==> config.mk <==
export PLATFORM = sky130hd
export DESIGN_NAME = mfp_uart_tx
export DESIGN_NICKNAME = d
export VERILOG_FILES = /design/src/rtl/mfp_uart_tx.sv
export SDC_FILE = /design/constraint.sdc
export NUM_CORES = 1
export LEC_CHECK = 0
export CAP_MARGIN = 5
export CORE_MARGIN = 2
export CORE_UTILIZATION = 60
export CTS_CLUSTER_DIAMETER = 40
export DETAILED_ROUTE_END_ITERATION = 10
export MAX_ROUTING_LAYER = met4
export PLACE_DENSITY = 0.78
export SLEW_MARGIN = 10
export SYNTH_ARGS = -nofsm -noshare
export SYNTH_HDL_FRONTEND = slang
export SYNTH_SLANG_ARGS = --single-unit
==> constraint.sdc <==
create_clock -name clk -period 2.95 [get_ports clk]
set_input_delay 0.7375 -clock clk [delete_from_list [all_inputs] [get_ports clk]]
set_output_delay 0.7375 -clock clk [all_outputs]
set_load 0.02 [all_outputs]
==> src/rtl/mfp_uart_tx.sv <==
// mfp_uart_tx - byte-oriented UART transmitter with transmit FIFO.
//
// Bytes arrive over a valid/ready handshake, are buffered in a circular
// FIFO and are sent LSB first as 8N1 frames (8E1 when
// MFP_UART_TX_PARITY_EN is defined) on a registered, idle-high line.
//
// Parameters:
//   CLK_FREQ_HZ  clock frequency in Hz
//   BAUD         line rate in bits/s
//   FIFO_DEPTH   FIFO entries, power of two, >= 2
//
// Ports:
//   clk          system clock
//   reset        synchronous, active-high reset
//   tx_data      byte to transmit
//   tx_valid     tx_data is valid this cycle
//   tx_ready     FIFO can accept a byte
//   tx_busy      frame on the line or FIFO non-empty
//   fifo_count   bytes buffered, excluding the frame in flight
//   UART_TX      serial output, idle high
//
// Build option: MFP_UART_TX_PARITY_EN adds an even-parity bit after bit 7.

module mfp_uart_tx #(
  parameter int CLK_FREQ_HZ = 50_000_000,
  parameter int BAUD        = 115200,
  parameter int FIFO_DEPTH  = 16
) (
  input  logic                          clk,
  input  logic                          reset,
  input  logic [7:0]                    tx_data,
  input  logic                          tx_valid,
  output logic                          tx_ready,
  output logic                          tx_busy,
  output logic [$clog2(FIFO_DEPTH):0]   fifo_count,
  output logic                          UART_TX
);

  // state  | meaning
  // IDLE   | line high, waiting for a buffered byte
  // START  | start bit (low)
  // DATA   | data bits, LSB first
  // PARITY | even parity bit (parity build only)
  // STOP   | stop bit (high); chains straight into START if data waits

  localparam int DIV = (CLK_FREQ_HZ + BAUD / 2) / BAUD;
  localparam int AW  = $clog2(FIFO_DEPTH);
  localparam int CW  = (DIV > 1) ? $clog2(DIV) : 1;

  localparam logic [AW:0]   FULL_CNT  = (AW + 1)'(FIFO_DEPTH);
  localparam logic [CW-1:0] LAST_TICK = CW'(DIV - 1);

  if (DIV < 2) begin : g_div_check
    $error("mfp_uart_tx: clocks per bit must be at least 2");
  end

  if ((FIFO_DEPTH < 2) || ((FIFO_DEPTH & (FIFO_DEPTH - 1)) != 0)) begin : g_depth_check
    $error("mfp_uart_tx: FIFO_DEPTH must be a power of two and at least 2");
  end

`ifdef MFP_UART_TX_PARITY_EN
  typedef enum logic [2:0] {IDLE, START, DATA, PARITY, STOP} state_t;
`else
  typedef enum logic [2:0] {IDLE, START, DATA, STOP} state_t;
`endif

  state_t        state;
  logic [7:0]    shift;
  logic [2:0]    bit_idx;
  logic [CW-1:0] baud_cnt;
`ifdef MFP_UART_TX_PARITY_EN
  logic          parity_bit;
`endif

  logic [7:0]    mem [FIFO_DEPTH];
  logic [AW-1:0] wr_ptr;
  logic [AW-1:0] rd_ptr;
  logic          push;
  logic          pop;
  logic          fifo_nonempty;
  logic          bit_end;

  assign fifo_nonempty = (fifo_count != '0);
  assign bit_end       = (baud_cnt == LAST_TICK);
  assign tx_ready      = (fifo_count != FULL_CNT);
  assign push          = tx_valid && tx_ready;
  // The FSM takes the head either from IDLE or at the last STOP cycle.
  assign pop           = fifo_nonempty &&
                         ((state == IDLE) || ((state == STOP) && bit_end));
  assign tx_busy       = (state != IDLE) || fifo_nonempty;

  always_ff @(posedge clk) begin
    if (push) begin
      mem[wr_ptr] <= tx_data;
    end
  end

  always_ff @(posedge clk) begin
    if (reset) begin
      wr_ptr     <= '0;
      rd_ptr     <= '0;
      fifo_count <= '0;
    end else begin
      if (push) wr_ptr <= wr_ptr + 1'b1;
      if (pop)  rd_ptr <= rd_ptr + 1'b1;
      case ({push, pop})
        2'b10:   fifo_count <= fifo_count + 1'b1;
        2'b01:   fifo_count <= fifo_count - 1'b1;
        default: fifo_count <= fifo_count;
      endcase
    end
  end

  // UART_TX is assigned alongside each transition so the line carries the
  // new bit from the first cycle of the new state.
  always_ff @(posedge clk) begin
    if (reset) begin
      state      <= IDLE;
      shift      <= '0;
      bit_idx    <= '0;
      baud_cnt   <= '0;
      UART_TX    <= 1'b1;
`ifdef MFP_UART_TX_PARITY_EN
      parity_bit <= 1'b0;
`endif
    end else begin
      case (state)
        IDLE: begin
          UART_TX <= 1'b1;
          if (fifo_nonempty) begin
            shift      <= mem[rd_ptr];
`ifdef MFP_UART_TX_PARITY_EN
            parity_bit <= ^mem[rd_ptr];
`endif
            bit_idx    <= '0;
            baud_cnt   <= '0;
            UART_TX    <= 1'b0;
            state      <= START;
          end
        end

        START: begin
          if (bit_end) begin
            baud_cnt <= '0;
            UART_TX  <= shift[0];
            state    <= DATA;
          end else begin
            baud_cnt <= baud_cnt + 1'b1;
          end
        end

        DATA: begin
          if (bit_end) begin
            baud_cnt <= '0;
            shift    <= {1'b0, shift[7:1]};
            bit_idx  <= bit_idx + 1'b1;
            if (bit_idx == 3'd7) begin
`ifdef MFP_UART_TX_PARITY_EN
              UART_TX <= parity_bit;
              state   <= PARITY;
`else
              UART_TX <= 1'b1;
              state   <= STOP;
`endif
            end else begin
              UART_TX <= shift[1];
            end
          end else begin
            baud_cnt <= baud_cnt + 1'b1;
          end
        end

`ifdef MFP_UART_TX_PARITY_EN
        PARITY: begin
          if (bit_end) begin
            baud_cnt <= '0;
            UART_TX  <= 1'b1;
            state    <= STOP;
          end else begin
            baud_cnt <= baud_cnt + 1'b1;
          end
        end
`endif

        STOP: begin
          if (bit_end) begin
            baud_cnt <= '0;
            if (fifo_nonempty) begin
              shift      <= mem[rd_ptr];
`ifdef MFP_UART_TX_PARITY_EN
              parity_bit <= ^mem[rd_ptr];
`endif
              bit_idx    <= '0;
              UART_TX    <= 1'b0;
              state      <= START;
            end else begin
              UART_TX <= 1'b1;
              state   <= IDLE;
            end
          end else begin
            baud_cnt <= baud_cnt + 1'b1;
          end
        end

        default: begin
          UART_TX <= 1'b1;
          state   <= IDLE;
        end
      endcase
    end
  end

endmodule
==> flow_metrics.env, run 1 <==
export IMPL_drt_iter0_markers=401
export IMPL_p_leak_nw=2.852
export IMPL_syn_nets=503
export IMPL_worst_setup_path_end_kind="flop"
export IMPL_drive_gt1_share_pct=21.38
export IMPL_synth_cells=475
export IMPL_power_density_nw_per_um2=858.8
export IMPL_core_area_um2=11520
export IMPL_cts_sinks=168
export IMPL_tightest_slew_ps=766.5
export IMPL_root_buffer="clkbuf_16"
export IMPL_gp_congestion=0.8604
export IMPL_synthTopCellsByArea="edfxtp_1 54%, dfxtp_1 11%, mux4_2 10%"
export IMPL_utilization_pct=72.11
export IMPL_rsz0062_at_grt="no"
export IMPL_die_x_um=113.1
export IMPL_critical_path_most_common_cell="ha_1"
export IMPL_insertion_delay_ps=430
export IMPL_grtUsageTotal_pct=25.51
export IMPL_fmax_mhz=359.1
export IMPL_vias=4255
export IMPL_ys_warn_count=0
export IMPL_min_path_type="reg2reg"
export IMPL_synth_distinct_cells=55
export IMPL_dieHeight_um=113.1
export IMPL_cp_max_fo=5
export IMPL_min_to="shift[7]$_SDFFE_PP0P_"
export IMPL_cp_slowest_cell="dfxtp_1"
export IMPL_synth_most_common_cell="edfxtp_1"
export IMPL_reg2reg_from="baud_cnt[0]$_SDFFE_PP0P_"
export IMPL_drt_total_wl_um=14660
export IMPL_start_util_pct=61.97
export IMPL_htreeDepth=4
export IMPL_ys_ff_latch=168
export IMPL_row_count=39
export IMPL_instances_no_fill=681
export IMPL_grt_pass1_wl_um=23360
export IMPL_r2r_end="fifo_count[4]$_SDFFE_PP0P_"
export IMPL_p_total_mw=7.132
export IMPL_reg2reg_slack_ps=170
export IMPL_ir_worst_vdd_uv=550.8
export IMPL_route_detailed_wl_per_inst_um=21.52
export IMPL_grt_pass1_vias=4233
export IMPL_portBuffers=18
export IMPL_cp_start_kind="flop"
export IMPL_async_flop_share_pct=0
export IMPL_cap_violations=0
export IMPL_period_share_pct=94.40
export IMPL_seq_area_frac_synth_pct=65.08
export IMPL_nets=555
export IMPL_whs_ps=476.6
export IMPL_cp_cell_sequence="ha_1, and4_1, a31oi_2, nor2_2, ha_2, xor2_1, ha_1, nand2_1, o211ai_1, a31oi_1, nor4_1, nor3_1"
export IMPL_path_clk_slew_ps=60
export IMPL_worstRegToRegCells=12
export IMPL_cts_made_buffers=17
export IMPL_whs_path_depth=2
export IMPL_antenna_found_initial=0
export IMPL_grt_max_degree=30
export IMPL_post_place_cells=650
export IMPL_hold_start="shift[7]$_SDFFE_PP0P_"
export IMPL_dieArea_um2=12780
export IMPL_clock_skew_ps=6.008
export IMPL_cts_buffer_depth=2
export IMPL_fin_crit_ps=2785
export IMPL_area_growth_pct=16.36
export IMPL_overflow=0
export IMPL_slew_headroom_pct=48.90
export IMPL_ys_flop_type="edfxtp_1"
export IMPL_io_pin_count=19
export IMPL_yosysTopAreaCellShare_pct=53.86
export IMPL_drv_slew=0
export IMPL_hold_viol_final=0
export IMPL_ys_top_cells_by_count="128 x edfxtp_1, 56 x nor2_1, 40 x dfxtp_1"
export IMPL_hpwlAfterDp_um=9171
export IMPL_worstPathRequired_ps=3260
export IMPL_syn_cell_area_um2=7137
export IMPL_synth_edff_count=128
export IMPL_yosys_area_top_type="edfxtp_1"
export IMPL_firstDrtPassIters=5
export IMPL_avgSynthCellArea_um2=15.02
export IMPL_drc=0
export IMPL_cp_slowest_stage_delay_ps=390
export IMPL_nFillCells=704
export IMPL_cts_tree="done"
export IMPL_crit_arrival_ps=3090
export IMPL_finalSetupViolations=0
export IMPL_drt_vias_per_instance=6.248
export IMPL_critical_path_class="reg2reg"
export IMPL_diodes=0
export IMPL_status="finished, final reports clean"
export IMPL_postRouteAntennaNets=0
==> kinds of logic (layout without fill, tap and decap cells) <==
logic type | count (synthesis) | after routing | synth area share [%]
buf+inv | 35 | 98 | 2.507
compound gates | 75 | 75 | 7.451
mux | 45 | 45 | 12.11
simple gates | 127 | 127 | 8.889
flops | 168 | 168 | 65.08
xor+xnor | 8 | 8 | 0.9818
fa+ha+maj | 17 | 17 | 2.980
==> layout by cell type, fill, tap and decap left out, drive strengths merged, types with 12 or more instances in the layout <==
cell / instances
a21oi: 20
ha: 17
clkbuf: 17
mux4: 33
nand2: 16
clkdlybuf4s50: 17
nor2b: 12
dfxtp: 40
nor2: 56
edfxtp: 128
buf: 41
inv: 12
a211oi: 16
==> where the power goes <==
group          internal (mW)  switching (mW)
clock network           1.40           0.869
logic                  0.940            1.07
registers               2.71           0.142
total                   5.05            2.08
==> flip-flops by register name (all words and copies together) (netlist names), named ones only <==
register,count
baud_cnt,9
rd_ptr,4
wr_ptr,4
state,2
bit_idx,3
fifo_count,5
shift,8
mem,128
UART_TX,1
==> how the worst max path moves through the flow <==
stage	startpoint	end	slack (ps)	cells after the start
after global routing	baud_cnt[0]$_SDFFE_PP0P_	fifo_count[4]$_SDFFE_PP0P_	10	12
after global placement	tx_valid	fifo_count[4]$_SDFFE_PP0P_	-40	9
after detailed placement	tx_valid	fifo_count[4]$_SDFFE_PP0P_	-110	9
after CTS	state[0]$_SDFFE_PP0P_	tx_busy	30	6
final	baud_cnt[0]$_SDFFE_PP0P_	fifo_count[4]$_SDFFE_PP0P_	170	12
after floorplan	fifo_count[2]$_SDFFE_PP0P_	fifo_count[4]$_SDFFE_PP0P_	220	12
==> stage by stage <==
stage / area (um2) / worst slack (ps) / TNS [ps]
floorplan: 7137 / 217.0 / 0
global placement: 7652 / -36.47 / -36.47
detailed placement: 7652 / -112.9 / -112.9
CTS: 8264 / 29.63 / 0
global route: 8304 / 12.86 / 0
finish: 8304 / 165.2 / 0
==> layout make-up <==
cell class | count | area (um2) | share of cell area, %
tap | 143 | 178.9 | 2.155
inverter | 9 | 33.78 | 0.4068
clock inverter | 13 | 177.7 | 2.140
clock buffer | 17 | 425.4 | 5.123
timing repair buffer | 59 | 490.5 | 5.906
sequential | 168 | 4646 | 55.94
multi-input combinational | 272 | 2352 | 28.33
==> worst max-delay path: cells and delay by family (launching register included) <==
kind                       cells  cell delay, ps
xor gates and xnor gates       1             170
adders and majority gates      3             640
DFF                            1             390
AOI/OAI and AO/OA              3             440
and+or+nand+nor                5            1020
==> routing by layer <==
metal	share of wire [%]	track usage, %
met2	51	41.08
met5	0	-
met4	1.9	8.862
met3	6.7	4.821
met1	40	33.12
==> repair_timing <==
| action | CTS | global route |
|---|---|---|
| hold buffers | 0 | 0 |
| setup endpoints to repair | 1 | 2 |
| pin swaps | 1 | 0 |
| buffers inserted | 1 | 0 |
| resized for setup | 1 | 7 |
Power figures use the tool's default switching activity.
==> run 2, diff against run 1 <==
--- a/config.mk
+++ b/config.mk
@@ -12,6 +12,7 @@
 export DETAILED_ROUTE_END_ITERATION = 10
 export MAX_ROUTING_LAYER = met4
 export PLACE_DENSITY = 0.78
+export SKIP_CTS_REPAIR_TIMING = 1
 export SLEW_MARGIN = 10
 export SYNTH_ARGS = -nofsm -noshare
 export SYNTH_HDL_FRONTEND = slang
==> run 2 against run 1 <==
  * Final cell count increased by 0.15%
  * Largest cell class unchanged
  * Worst setup slack improved by 1.2 ps
  * Core utilization increased by 0.065 points
  * Critical endpoint unchanged
  * Sequential cell count unchanged
  * Maximum frequency about the same
==> flow_metrics.env, run 2 (synthesized netlist as in run 1, its figures left out) <==
export IMPL_cp_cell_sequence="ha_1, and4_1, a31oi_2, nor2_2, ha_2, xor2_1, ha_1, nand2_1, o211ai_1, a31oi_1, nor4_1, nor3_1"
export IMPL_drt_vias_per_instance=6.245
export IMPL_post_dp_cell_area_um2=7652
export IMPL_status="finished, final reports clean"
export IMPL_drt_total_wl_um=14630
export IMPL_finalSetupViolations=0
export IMPL_dieHeight_um=113.1
export IMPL_crit_arrival_ps=3090
export IMPL_grt_pass1_wl_um=23340
export IMPL_cts_tree="done"
export IMPL_core_area_um2=11520
export IMPL_worstPathRequired_ps=3260
export IMPL_grt_max_degree=30
export IMPL_insertion_delay_ps=420
export IMPL_nets=556
export IMPL_p_total_mw=7.148
export IMPL_worst_setup_path_end_kind="flop"
export IMPL_rsz0062_at_grt="no"
export IMPL_dieArea_um2=12780
export IMPL_route_detailed_wl_per_inst_um=21.44
export IMPL_diodes=0
export IMPL_cts_buffer_depth=2
export IMPL_fin_area_um2=8312
export IMPL_cp_top_family="simple AND/OR/NAND/NOR gates"
export IMPL_cp_slowest_cell="dfxtp_1"
export IMPL_ir_worst_vdd_uv=551.5
export IMPL_grt_pass1_vias=4231
export IMPL_path_clk_slew_ps=60
export IMPL_cp_start_kind="flop"
export IMPL_grtUsageTotal_pct=25.50
export IMPL_nFillCells=704
export IMPL_critical_path_most_common_cell="ha_1"
export IMPL_vias=4259
export IMPL_tightest_slew_ps=777.8
export IMPL_setup_ws_ps=166.4
export IMPL_cp_max_fo=5
export IMPL_critPathBufInv=0
export IMPL_fmax_mhz=359.2
export IMPL_regMostFlops="mem"
export IMPL_p_leak_nw=2.857
export IMPL_drt_iter0_markers=428
export IMPL_drc=0
export IMPL_cts_made_buffers=17
export IMPL_drv_slew=0
export IMPL_drive_gt1_share_pct=21.52
export IMPL_start_util_pct=61.97
export IMPL_layout_cells_most_common="edfxtp_1"
export IMPL_hpwlAfterDp_um=9171
export IMPL_seqCellArea_um2=4646
export IMPL_gp_congestion=0.8604
export IMPL_power_density_nw_per_um2=859.9
export IMPL_final_cell_mix="128 x edfxtp_1, 55 x nor2_1, 42 x buf_4"
export IMPL_cts_sinks=168
export IMPL_antenna_found_initial=0
export IMPL_hold_viol_final=0
export IMPL_htreeDepth=4
export IMPL_overflow=0
export IMPL_io_pin_count=19
export IMPL_cap_violations=0
export IMPL_multi_input_area_um2=2352
export IMPL_cp_slowest_stage_delay_ps=390
export IMPL_row_count=39
export IMPL_clock_skew_ps=5.785
export IMPL_postRouteAntennaNets=0
export IMPL_area_growth_pct=16.46
export IMPL_critical_path_class="reg2reg"
export IMPL_min_path_type="reg2reg"
export IMPL_firstDrtPassIters=5
export IMPL_fin_crit_ps=2784
export IMPL_portBuffers=18
export IMPL_slew_headroom_pct=48.15
export IMPL_reg_largest_list="mem x128, baud_cnt x9, shift x8"
export IMPL_die_x_um=113.1
export IMPL_period_share_pct=94.36
export IMPL_dp_slack_ps=-112.9
export IMPL_root_buffer="clkbuf_16"
export IMPL_largest_reg_flops=128
[run 2: changes by cell type in the layout (fill, tap and decap cells not counted)]
cell	delta
buf_4	+1
[run 2: worst reg2reg max path, delay by kind of cell, from the launching register on]
kind                       cells  cell delay (ps)
adders and majority gates      3              640
DFF                            1              390
AOI/OAI and AO/OA              3              450
and+or+nand+nor                5             1030
xor gates and xnor gates       1              170
[run 2: metrics by stage]
| stage | hold slack, ps | utilization [%] | instances | setup TNS (ps) |
|---|---|---|---|---|
| 3_5_place_dp | 452.9 | 66.45 | 650 | -112.9 |
| 6_report | 473.0 | 72.18 | 682 | 0 |
| 4_1_cts | 470.9 | 71.69 | 680 | -138.4 |
| 5_1_grt | 489.4 | 72.18 | 682 | 0 |
| 2_1_floorplan | 436.7 | - | 475 | 0 |
| 3_3_place_gp | 448.5 | 66.45 | 650 | -36.47 |
[run 2: metal layers]
layer | vias up | track usage [%] | share of wire [%]
li1 | 1943 | - | -
met1 | 2106 | 33.12 | 40
met2 | 180 | 41.04 | 51
met3 | 30 | 4.821 | 6.4
met4 | 0 | 8.862 | 2.0
met5 | - | - | 0
[run 2: final timing paths]
check | startpoint | end | slack, ps | cells past startpoint
worst min register to register | shift[7]$_SDFFE_PP0P_ | shift[7]$_SDFFE_PP0P_ | 470 | 2
worst min-delay path | shift[7]$_SDFFE_PP0P_ | shift[7]$_SDFFE_PP0P_ | 470 | 2
worst max-delay path | baud_cnt[0]$_SDFFE_PP0P_ | fifo_count[4]$_SDFFE_PP0P_ | 170 | 12
worst max register to register | baud_cnt[0]$_SDFFE_PP0P_ | fifo_count[4]$_SDFFE_PP0P_ | 170 | 12
[run 2: area by class of cell]
| class | count | area share [%] |
|---|---|---|
| multi-input cells | 272 | 28.30 |
| well taps | 143 | 2.153 |
| clock inverters | 13 | 2.138 |
| repair buffers | 60 | 5.991 |
| clock buffers | 17 | 5.118 |
| inverters | 9 | 0.4064 |
| flip-flops and latches | 168 | 55.89 |
[run 2: report_power, final]
| group | internal, mW | switching (mW) | total [mW] |
|---|---|---|---|
| clock network | 1.40 | 0.872 | 2.27 |
| registers | 2.71 | 0.142 | 2.85 |
| logic | 0.949 | 1.07 | 2.02 |
| total | 5.06 | 2.08 | 7.15 |
==> run 3, diff against run 2 <==
==> constraint.sdc (replaced) <==
create_clock -name clk -period 3.2 [get_ports clk]
set_input_delay 0.8 -clock clk [delete_from_list [all_inputs] [get_ports clk]]
set_output_delay 0.8 -clock clk [all_outputs]
set_load 0.02 [all_outputs]
==> run 3 against run 2 <==
  * Clock power decreased by 5%
  * Core utilization decreased by 0.91 points
  * Register-to-register slack improved by 170 ps
  * Sequential power decreased by 7%
  * First-iteration DRC count decreased by 8.6%
  * Worst hold slack improved by 3.9 ps
  * Global-route usage decreased by 1.5 points
  * Clock-buffer cell count unchanged
  * Via count decreased by 0.77%
  * Wire length decreased by 4.4%
  * Power decreased by 8.7%
  * Critical endpoint is now tx_busy
  * Largest cell class unchanged
  * Largest power group unchanged
  * Highest routed layer unchanged
==> flow_metrics.env, run 3 (synthesized netlist as in run 1, its figures left out) <==
export IMPL_hpwlAfterDp_um=9001
export IMPL_route_detailed_wl_per_inst_um=20.81
export IMPL_path_clk_slew_ps=70
export IMPL_final_cell_mix="128 x edfxtp_1, 56 x nor2_1, 39 x dfxtp_1"
export IMPL_antenna_found_initial=0
export IMPL_slew_headroom_pct=49.26
export IMPL_io_pin_count=19
export IMPL_pwr_share_clk_pct=33.0
export IMPL_rsz0062_at_grt="no"
export IMPL_reg2reg_from="baud_cnt[1]$_SDFFE_PP0P_"
export IMPL_drc=0
export IMPL_htreeDepth=4
export IMPL_gp_congestion=0.8366
export IMPL_worst_setup_path_end_kind="primary output"
export IMPL_finalSetupTns_ps=0
export IMPL_cap_violations=0
export IMPL_p_leak_nw=2.802
export IMPL_reg_largest_list="mem x128, baud_cnt x9, shift x8"
export IMPL_grt_pass1_vias=4095
export IMPL_overflow=0
export IMPL_cts_buffer_depth=2
export IMPL_r2r_end="fifo_count[4]$_SDFFE_PP0P_"
export IMPL_cp_start_kind="flop"
export IMPL_grt_max_degree=24
export IMPL_p_total_mw=6.524
export IMPL_drt_iter0_markers=391
export IMPL_ir_worst_vdd_uv=745.6
export IMPL_grt_pass1_wl_um=21910
export IMPL_period_share_pct=95.77
export IMPL_diodes=0
export IMPL_cp_max_fo=10
export IMPL_fin_area_um2=8207
export IMPL_whs_path_depth=1
export IMPL_root_buffer="clkbuf_16"
export IMPL_drv_slew=0
export IMPL_crit_arrival_ps=2260
export IMPL_dieArea_um2=12780
export IMPL_nets=544
export IMPL_regMostFlops="mem"
export IMPL_insertion_delay_ps=430
export IMPL_critical_path_class="reg2out"
export IMPL_fin_crit_ps=3065
export IMPL_status="finished, final reports clean"
export IMPL_internal_power_mw=4.582
export IMPL_hold_viol_final=0
export IMPL_min_to="bit_idx[0]$_SDFFE_PP0P_"
export IMPL_nFillCells=705
export IMPL_dieHeight_um=113.1
export IMPL_p_sw_mw=1.942
export IMPL_tightest_slew_ps=761.1
export IMPL_area_growth_pct=14.99
export IMPL_finalSetupViolations=0
export IMPL_cts_made_buffers=17
export IMPL_portBuffers=18
export IMPL_utilization_pct=71.26
export IMPL_hold_start="bit_idx[0]$_SDFFE_PP0P_"
export IMPL_grtUsageTotal_pct=24.02
export IMPL_p_seq_share_pct=40.8
export IMPL_cts_tree="done"
export IMPL_start_util_pct=61.97
export IMPL_postRouteAntennaNets=0
export IMPL_fmax_mhz=326.3
export IMPL_dp_slack_ps=61.42
export IMPL_core_area_um2=11520
export IMPL_row_count=39
export IMPL_worstRegToRegCells=11
export IMPL_power_density_nw_per_um2=795.0
export IMPL_drive_gt1_share_pct=19.85
export IMPL_reg2reg_slack_ps=340
export IMPL_worstPathRequired_ps=2400
export IMPL_vias=4226
export IMPL_swShare_pct=29.77
export IMPL_layout_cells_most_common="edfxtp_1"
export IMPL_pwr_share_comb_pct=26.2
export IMPL_largest_reg_flops=128
export IMPL_firstDrtPassIters=7
export IMPL_cts_sinks=168
export IMPL_drt_total_wl_um=13980
export IMPL_min_path_type="reg2reg"
export IMPL_clock_skew_ps=8.390
export IMPL_post_dp_cell_area_um2=7577
export IMPL_setup_ws_ps=135.4
export IMPL_die_x_um=113.1
export IMPL_drt_vias_per_instance=6.289
==> run 3: critical path, cell delays in order, from the launching register on <==
cell and delay [ps]:
dfxtp_1 420, nor4_4 350, and2b_2 270, and2_1 160, inv_1 90, clkdlybuf4s50_1 540
==> run 3: cell type report <==
class,count,area (um2),area share (%)
flip-flops and latches,168,4646,56.61
multi-input cells,272,2315,28.21
clock buffers,17,425.4,5.184
repair buffers,48,405.4,4.940
clock inverters,15,202.7,2.470
well taps,143,178.9,2.180
inverters,9,33.78,0.4116
==> run 3: worst max path at each step <==
stage,from,endpoint,slack (ps),cells past startpoint
6_report,fifo_count[2]$_SDFFE_PP0P_,tx_busy,140,5
5_1_grt,fifo_count[0]$_SDFFE_PP0P_,tx_busy,7,5
4_1_cts,fifo_count[1]$_SDFFE_PP0P_,tx_busy,50,5
3_5_place_dp,tx_valid,fifo_count[4]$_SDFFE_PP0P_,60,9
3_3_place_gp,tx_valid,fifo_count[4]$_SDFFE_PP0P_,110,9
2_1_floorplan,fifo_count[2]$_SDFFE_PP0P_,fifo_count[4]$_SDFFE_PP0P_,470,12
==> run 3: metrics by stage <==
stage               hold slack [ps]  cells
floorplan                     436.7    475
CTS                           478.6    672
global placement              446.5    640
global route                  496.4    672
finish                        476.9    672
detailed placement            469.5    640
==> run 3: per-layer routing <==
metal	routed length [um]	global-route usage, %
met1	5773	30.79
met3	900	5.678
met2	7088	38.04
met4	221	8.780
met5	0	-
==> run 3: power groups by stage <==
stage	combinational, mW	sequential [mW]	clock [mW]
after floorplan	1.31	2.65	0
after global placement	1.65	2.71	0
after detailed placement	1.69	2.72	0
after CTS	1.71	2.67	2.17
after global routing	1.86	2.69	2.26
final	1.71	2.66	2.15
